<file path="config.mk">
export PLATFORM = sky130hd
export DESIGN_NAME = imem_loader
export DESIGN_NICKNAME = d
export VERILOG_FILES = /design/src/rtl/imem_loader_pkg.sv /design/src/rtl/imem_word_packer.sv /design/src/rtl/imem_loader.sv
export SDC_FILE = /design/constraint.sdc
export NUM_CORES = 1
export LEC_CHECK = 0
export ABC_AREA = 1
export CORE_UTILIZATION = 30
export CTS_CLUSTER_SIZE = 16
export DETAILED_ROUTE_END_ITERATION = 8
export GPL_ROUTABILITY_DRIVEN = 0
export SYNTH_ARGS = -nofsm -noshare
export SYNTH_HDL_FRONTEND = slang
export SYNTH_SLANG_ARGS = --single-unit
</file>
<file path="constraint.sdc">
create_clock -name clk -period 6.4 [get_ports clk]
set_input_delay 0.64 -clock clk [delete_from_list [all_inputs] [get_ports clk]]
set_output_delay 0.64 -clock clk [all_outputs]
set_load 0.02 [all_outputs]
</file>
<file path="src/rtl/imem_loader_pkg.sv">
// Shared definitions for the instruction-memory loader; the CPU's reset PC
// also uses DEFAULT_BASE_ADDR so fetch starts where the loader writes.
package imem_loader_pkg;

  localparam logic [2:0] IDLE   = 3'd0;
  localparam logic [2:0] LEN_HI = 3'd1;
  localparam logic [2:0] LEN_LO = 3'd2;
  localparam logic [2:0] DATA   = 3'd3;
  localparam logic [2:0] CSUM   = 3'd4;
  localparam logic [2:0] DONE   = 3'd5;
  localparam logic [2:0] ERR    = 3'd6;

  localparam logic [31:0] DEFAULT_BASE_ADDR = 32'h0000_0000;

  // States in which the loader is willing to take a stream byte.
  function automatic logic accepts_bytes(input logic [2:0] st);
    return (st == LEN_HI) || (st == LEN_LO) || (st == DATA) || (st == CSUM);
  endfunction

endpackage

</file>
<file path="src/rtl/imem_word_packer.sv">
// Collects four stream bytes MSB-first into one big-endian 32-bit word.
module imem_word_packer (
  input  logic        clk,
  input  logic        rst,
  input  logic        clear,
  input  logic        byte_valid,
  input  logic [7:0]  byte_in,
  output logic        word_valid,
  output logic [31:0] word_out
);

  logic [23:0] shift_q, shift_d;
  logic [1:0]  idx_q, idx_d;

  always_comb begin
    shift_d = shift_q;
    idx_d   = idx_q;
    if (clear) begin
      shift_d = '0;
      idx_d   = '0;
    end else if (byte_valid) begin
      shift_d = {shift_q[15:0], byte_in};
      idx_d   = idx_q + 2'd1;
    end
  end

  // The fourth byte completes the word combinationally so the loader can
  // register the write on the same edge that accepts that byte.
  assign word_valid = byte_valid && !clear && (idx_q == 2'd3);
  assign word_out   = {shift_q, byte_in};

  always_ff @(posedge clk or posedge rst) begin
    if (rst) begin
      shift_q <= '0;
      idx_q   <= '0;
    end else begin
      shift_q <= shift_d;
      idx_q   <= idx_d;
    end
  end

endmodule

</file>
<file path="src/rtl/imem_loader.sv">
// Fills instruction memory from a length/data/checksum byte stream and holds
// the CPU in reset until a complete, checksum-verified program is present.
module imem_loader
  import imem_loader_pkg::*;
#(
  parameter int          DEPTH_WORDS = 256,
  parameter logic [31:0] BASE_ADDR   = DEFAULT_BASE_ADDR,
  parameter int          CNT_W       = 16
) (
  input  logic             clk,
  input  logic             rst,
  input  logic             start,
  input  logic [7:0]       in_data,
  input  logic             in_valid,
  output logic             in_ready,
  output logic             wr_en,
  output logic [31:0]      wr_addr,
  output logic [31:0]      wr_data,
  output logic             cpu_hold,
  output logic             done,
  output logic             err,
  output logic [CNT_W-1:0] words_loaded
);

  localparam logic [16:0] DEPTH_LIM = 17'(DEPTH_WORDS);

  logic [2:0]       state_q, state_d;
  logic [7:0]       n_hi_q, n_hi_d;
  logic [CNT_W-1:0] n_q, n_d;
  logic [CNT_W-1:0] words_q, words_d;
  logic [7:0]       csum_q, csum_d;
  logic             in_ready_q, in_ready_d;
  logic             wr_en_q, wr_en_d;
  logic [31:0]      wr_addr_q, wr_addr_d;
  logic [31:0]      wr_data_q, wr_data_d;
  logic             cpu_hold_q, cpu_hold_d;
  logic             done_q, done_d;
  logic             err_q, err_d;

  logic             xfer;
  logic             start_ok;
  logic             data_byte;
  logic [15:0]      len_full;
  logic             word_valid;
  logic [31:0]      word;

  assign xfer      = in_valid && in_ready_q;
  assign start_ok  = start && ((state_q == IDLE) || (state_q == DONE) || (state_q == ERR));
  assign data_byte = xfer && (state_q == DATA);
  assign len_full  = {n_hi_q, in_data};

  imem_word_packer u_packer (
    .clk        (clk),
    .rst        (rst),
    .clear      (start_ok),
    .byte_valid (data_byte),
    .byte_in    (in_data),
    .word_valid (word_valid),
    .word_out   (word)
  );

  always_comb begin
    state_d   = state_q;
    n_hi_d    = n_hi_q;
    n_d       = n_q;
    words_d   = words_q;
    csum_d    = csum_q;
    wr_en_d   = 1'b0;
    wr_addr_d = wr_addr_q;
    wr_data_d = wr_data_q;
    done_d    = done_q;
    err_d     = err_q;

    case (state_q)
      IDLE, DONE, ERR: begin
        if (start_ok) begin
          state_d = LEN_HI;
          words_d = '0;
          csum_d  = '0;
          done_d  = 1'b0;
          err_d   = 1'b0;
        end
      end
      LEN_HI: begin
        if (xfer) begin
          n_hi_d  = in_data;
          state_d = LEN_LO;
        end
      end
      LEN_LO: begin
        if (xfer) begin
          n_d = CNT_W'(len_full);
          if ({1'b0, len_full} > DEPTH_LIM) begin
            state_d = ERR;
          end else if (len_full == 16'd0) begin
            state_d = CSUM;
          end else begin
            state_d = DATA;
          end
        end
      end
      DATA: begin
        if (xfer) begin
          csum_d = csum_q ^ in_data;
        end
        // Address uses the pre-increment count so word k lands at BASE+4k.
        if (word_valid) begin
          wr_en_d   = 1'b1;
          wr_data_d = word;
          wr_addr_d = BASE_ADDR + (32'(words_q) << 2);
          words_d   = words_q + CNT_W'(1);
          if ((words_q + CNT_W'(1)) == n_q) begin
            state_d = CSUM;
          end
        end
      end
      CSUM: begin
        if (xfer) begin
          state_d = (in_data == csum_q) ? DONE : ERR;
        end
      end
      default: state_d = IDLE;
    endcase

    // Status flags follow the terminal state by one cycle, and a restart
    // clears them on the same edge that leaves DONE/ERR.
    if ((state_q == DONE) && !start_ok) begin
      done_d = 1'b1;
    end
    if ((state_q == ERR) && !start_ok) begin
      err_d = 1'b1;
    end
    cpu_hold_d = !((state_q == DONE) && !start_ok);
    in_ready_d = accepts_bytes(state_d);
  end

  always_ff @(posedge clk or posedge rst) begin
    if (rst) begin
      state_q    <= IDLE;
      n_hi_q     <= '0;
      n_q        <= '0;
      words_q    <= '0;
      csum_q     <= '0;
      in_ready_q <= 1'b0;
      wr_en_q    <= 1'b0;
      wr_addr_q  <= BASE_ADDR;
      wr_data_q  <= '0;
      cpu_hold_q <= 1'b1;
      done_q     <= 1'b0;
      err_q      <= 1'b0;
    end else begin
      state_q    <= state_d;
      n_hi_q     <= n_hi_d;
      n_q        <= n_d;
      words_q    <= words_d;
      csum_q     <= csum_d;
      in_ready_q <= in_ready_d;
      wr_en_q    <= wr_en_d;
      wr_addr_q  <= wr_addr_d;
      wr_data_q  <= wr_data_d;
      cpu_hold_q <= cpu_hold_d;
      done_q     <= done_d;
      err_q      <= err_d;
    end
  end

  assign in_ready     = in_ready_q;
  assign wr_en        = wr_en_q;
  assign wr_addr      = wr_addr_q;
  assign wr_data      = wr_data_q;
  assign cpu_hold     = cpu_hold_q;
  assign done         = done_q;
  assign err          = err_q;
  assign words_loaded = words_q;

endmodule

</file>
==> metrics.yaml <==
max_cap_viol_count: 0
numCtsBuffers: 17
ys_types: 36
coreArea_sq_um: 19500
worst_ep_required_time_ns: 6.71
synth_top_area_share: 0.543
ctsHoldBuffers: 0
synth_edf_count: 0
timing.reg2reg.setup_slack_ns: 3.44
cts.sinks: 130
synth_area_leaders: "dfrtp_1, nand2_1, o21ai_0"
die_w_um: 143
cellLeakagePower_nw: 3.37
critPathMaxFanout: 33
grt-ovfl-total: 0
wl_um: 14200
slew_viol_final: 0
first_global_vias: 4423
rr_worst_depth: 5
dieHeight_um: 143
rsz0062_at_grt: "no"
grt_pass1_wl_um: 23500
drt_iter0_markers: 336
dieArea_sq_um: 20400
ys_seq_area_frac: 0.547
ir_drop_mv: 0.222
fin_crit_sh: 0.462
worst_slack_ns: 3.44
grt_max_degree: 106
cp-end-kind: "flip-flop"
ant_nets: 0
relSlewSlack: 0.242
cts-root-buf: "clkbuf_16"
cts_resized: 0
min_period_ns: 2.96
hp-class: "reg2reg"
final_cells: 1032
cts_buffer_depth: 2
syn_inst: 677
netlist_area_sq_um: 5950
vias: 4695
timing.rr.end: "u_packer.idx_q[1]"
synth_async_sr_flop_share: 1.00
rows: 51
tritoncts: "done"
fmax_ghz: 0.338
ys.flop_type: "dfrtp_1"
setup_violations: 0
antenna_cells: 0
grt_util_met2: 0.225
gr-usage-met1: 0.211
drive_gt1_frac: 0.0847
fin_tns_setup_ns: 0
initial_core_util: 0.306
synth_area_per_cell_sq_um: 8.79
area_delta_synth_final_pct: 25.7
final-hold-violation-count: 0
synth-seq-cells: 130
dp_cells: 1000
cts.clk_slew.worst_paths_ns: 0.06
top_usage_layer: "met2"
avgRoutedWirePerCell_um: 13.8
drtPass1Iterations: 4
htreeDepth: 4
met3_usage: 0.0329
startpoint_type: "flip-flop"
ios: 97
outcome: "finished, final reports clean"
post_cts_buffers: 0
hpwl_um: 9700
clk_latency_ns: 0.43
final_util: 0.384
timing.rr.start: "state_q[2]"
worst_pin_slew_ns: 1.13
route.detailed.drc: 0
finalNetCount: 768
antenna_found_initial: 0
post-place-ws_ns: 3.19
endpoint: "u_packer.idx_q[1]"
power.density_nw_per_um2: 341
avgViaCountPerCell: 4.55
layout_commonest_cell: "nand2_1"
fill_cells: 1968
crit_start: "state_q[2]"
port_buffers: 80
fin_skew_ns: 0.0104
final_cell_mix: "nand2_1, dfrtp_1, o21ai_0, clkdlybuf4s50_1, inv_1"
yosys.area.top_type: "dfrtp_1"
track_usage: 0.150
crit_type: "reg2reg"
yosys_warnings: 0
cp.arrival_ns: 3.27
-- critical path, cell delays in order (launching register included) --
cell	delay, ns
dfrtp_1	0.45
nor3_4	0.56
nand2_4	0.33
nand2_1	0.93
inv_2	0.26
a32o_1	0.29
-- per-stage QoR --
stage	power, mW	instance area, sq um	hold slack (ns)
after floorplan	1.48	6010	0.453
after global placement	1.63	6920	0.467
after CTS	2.58	7480	0.486
final	2.55	7480	0.478
after detailed placement	1.64	6920	0.471
after global routing	2.70	7480	0.496
-- sequential cells by signal (all words and copies together) (netlist names) --
signal / flops
n_hi_q: 8
err: 1
wr_en: 1
u_packer.idx_q: 2
words_loaded: 16
done: 1
cpu_hold: 1
csum_q: 8
wr_data: 32
in_ready: 1
u_packer.shift_q: 24
wr_addr: 16
n_q: 16
state_q: 3
-- kinds of logic after synthesis --
kind of cell               after synthesis  synth area share
buffers and inverters                  119            0.0902
adders and majority gates                2           0.00421
AOI/OAI and AO/OA                      125             0.114
and+or+nand+nor                        286             0.220
DFF                                    130             0.547
muxes                                    2           0.00379
xor gates and xnor gates                12            0.0200
other                                    1          0.000630
-- worst min-delay path by stage --
stage                      startpoint           to  slack, ns  depth (start not counted)
final                     wr_addr[13]  wr_addr[13]       0.48                          2
after global routing      wr_addr[15]  wr_addr[15]       0.50                          2
after CTS                 wr_addr[15]  wr_addr[15]       0.49                          2
after detailed placement  wr_addr[15]  wr_addr[15]       0.47                          2
after global placement     wr_addr[7]   wr_addr[7]       0.47                          2
after floorplan             n_hi_q[1]    n_hi_q[1]       0.45                          2
-- cell type report --
class | count | area, sq um | share of cell area
clock inverter | 14 | 130 | 0.0174
tap | 265 | 332 | 0.0443
sequential | 130 | 3250 | 0.435
clock buffer | 18 | 429 | 0.0574
timing repair buffer | 82 | 816 | 0.109
inverter | 80 | 303 | 0.0405
multi-input combinational | 443 | 2210 | 0.296
-- routing by layer --
metal,part of all wire,vias to the layer above
li1,-,2341
met1,0.52,2240
met2,0.44,105
met3,0.034,9
met4,0.0084,0
met5,0,-
-- Yosys cell counts, drive strengths merged (5+ instances only) --
master,count
buf,27
clkbuf,12
dfrtp,129
inv,78
nand2,179
nand3,47
nand3b,5
nand4,11
nor2,38
nor3,6
o21ai,84
o22ai,32
xor2,9
-- report_power, final --
part,switching (mW),total [mW],leakage [nW],internal (mW)
registers,0.0932,1.06,1.76,0.962
logic,0.369,0.568,1.33,0.200
clock network,0.387,0.925,0.271,0.538
No activity file was read; power rests on OpenSTA's default activity.
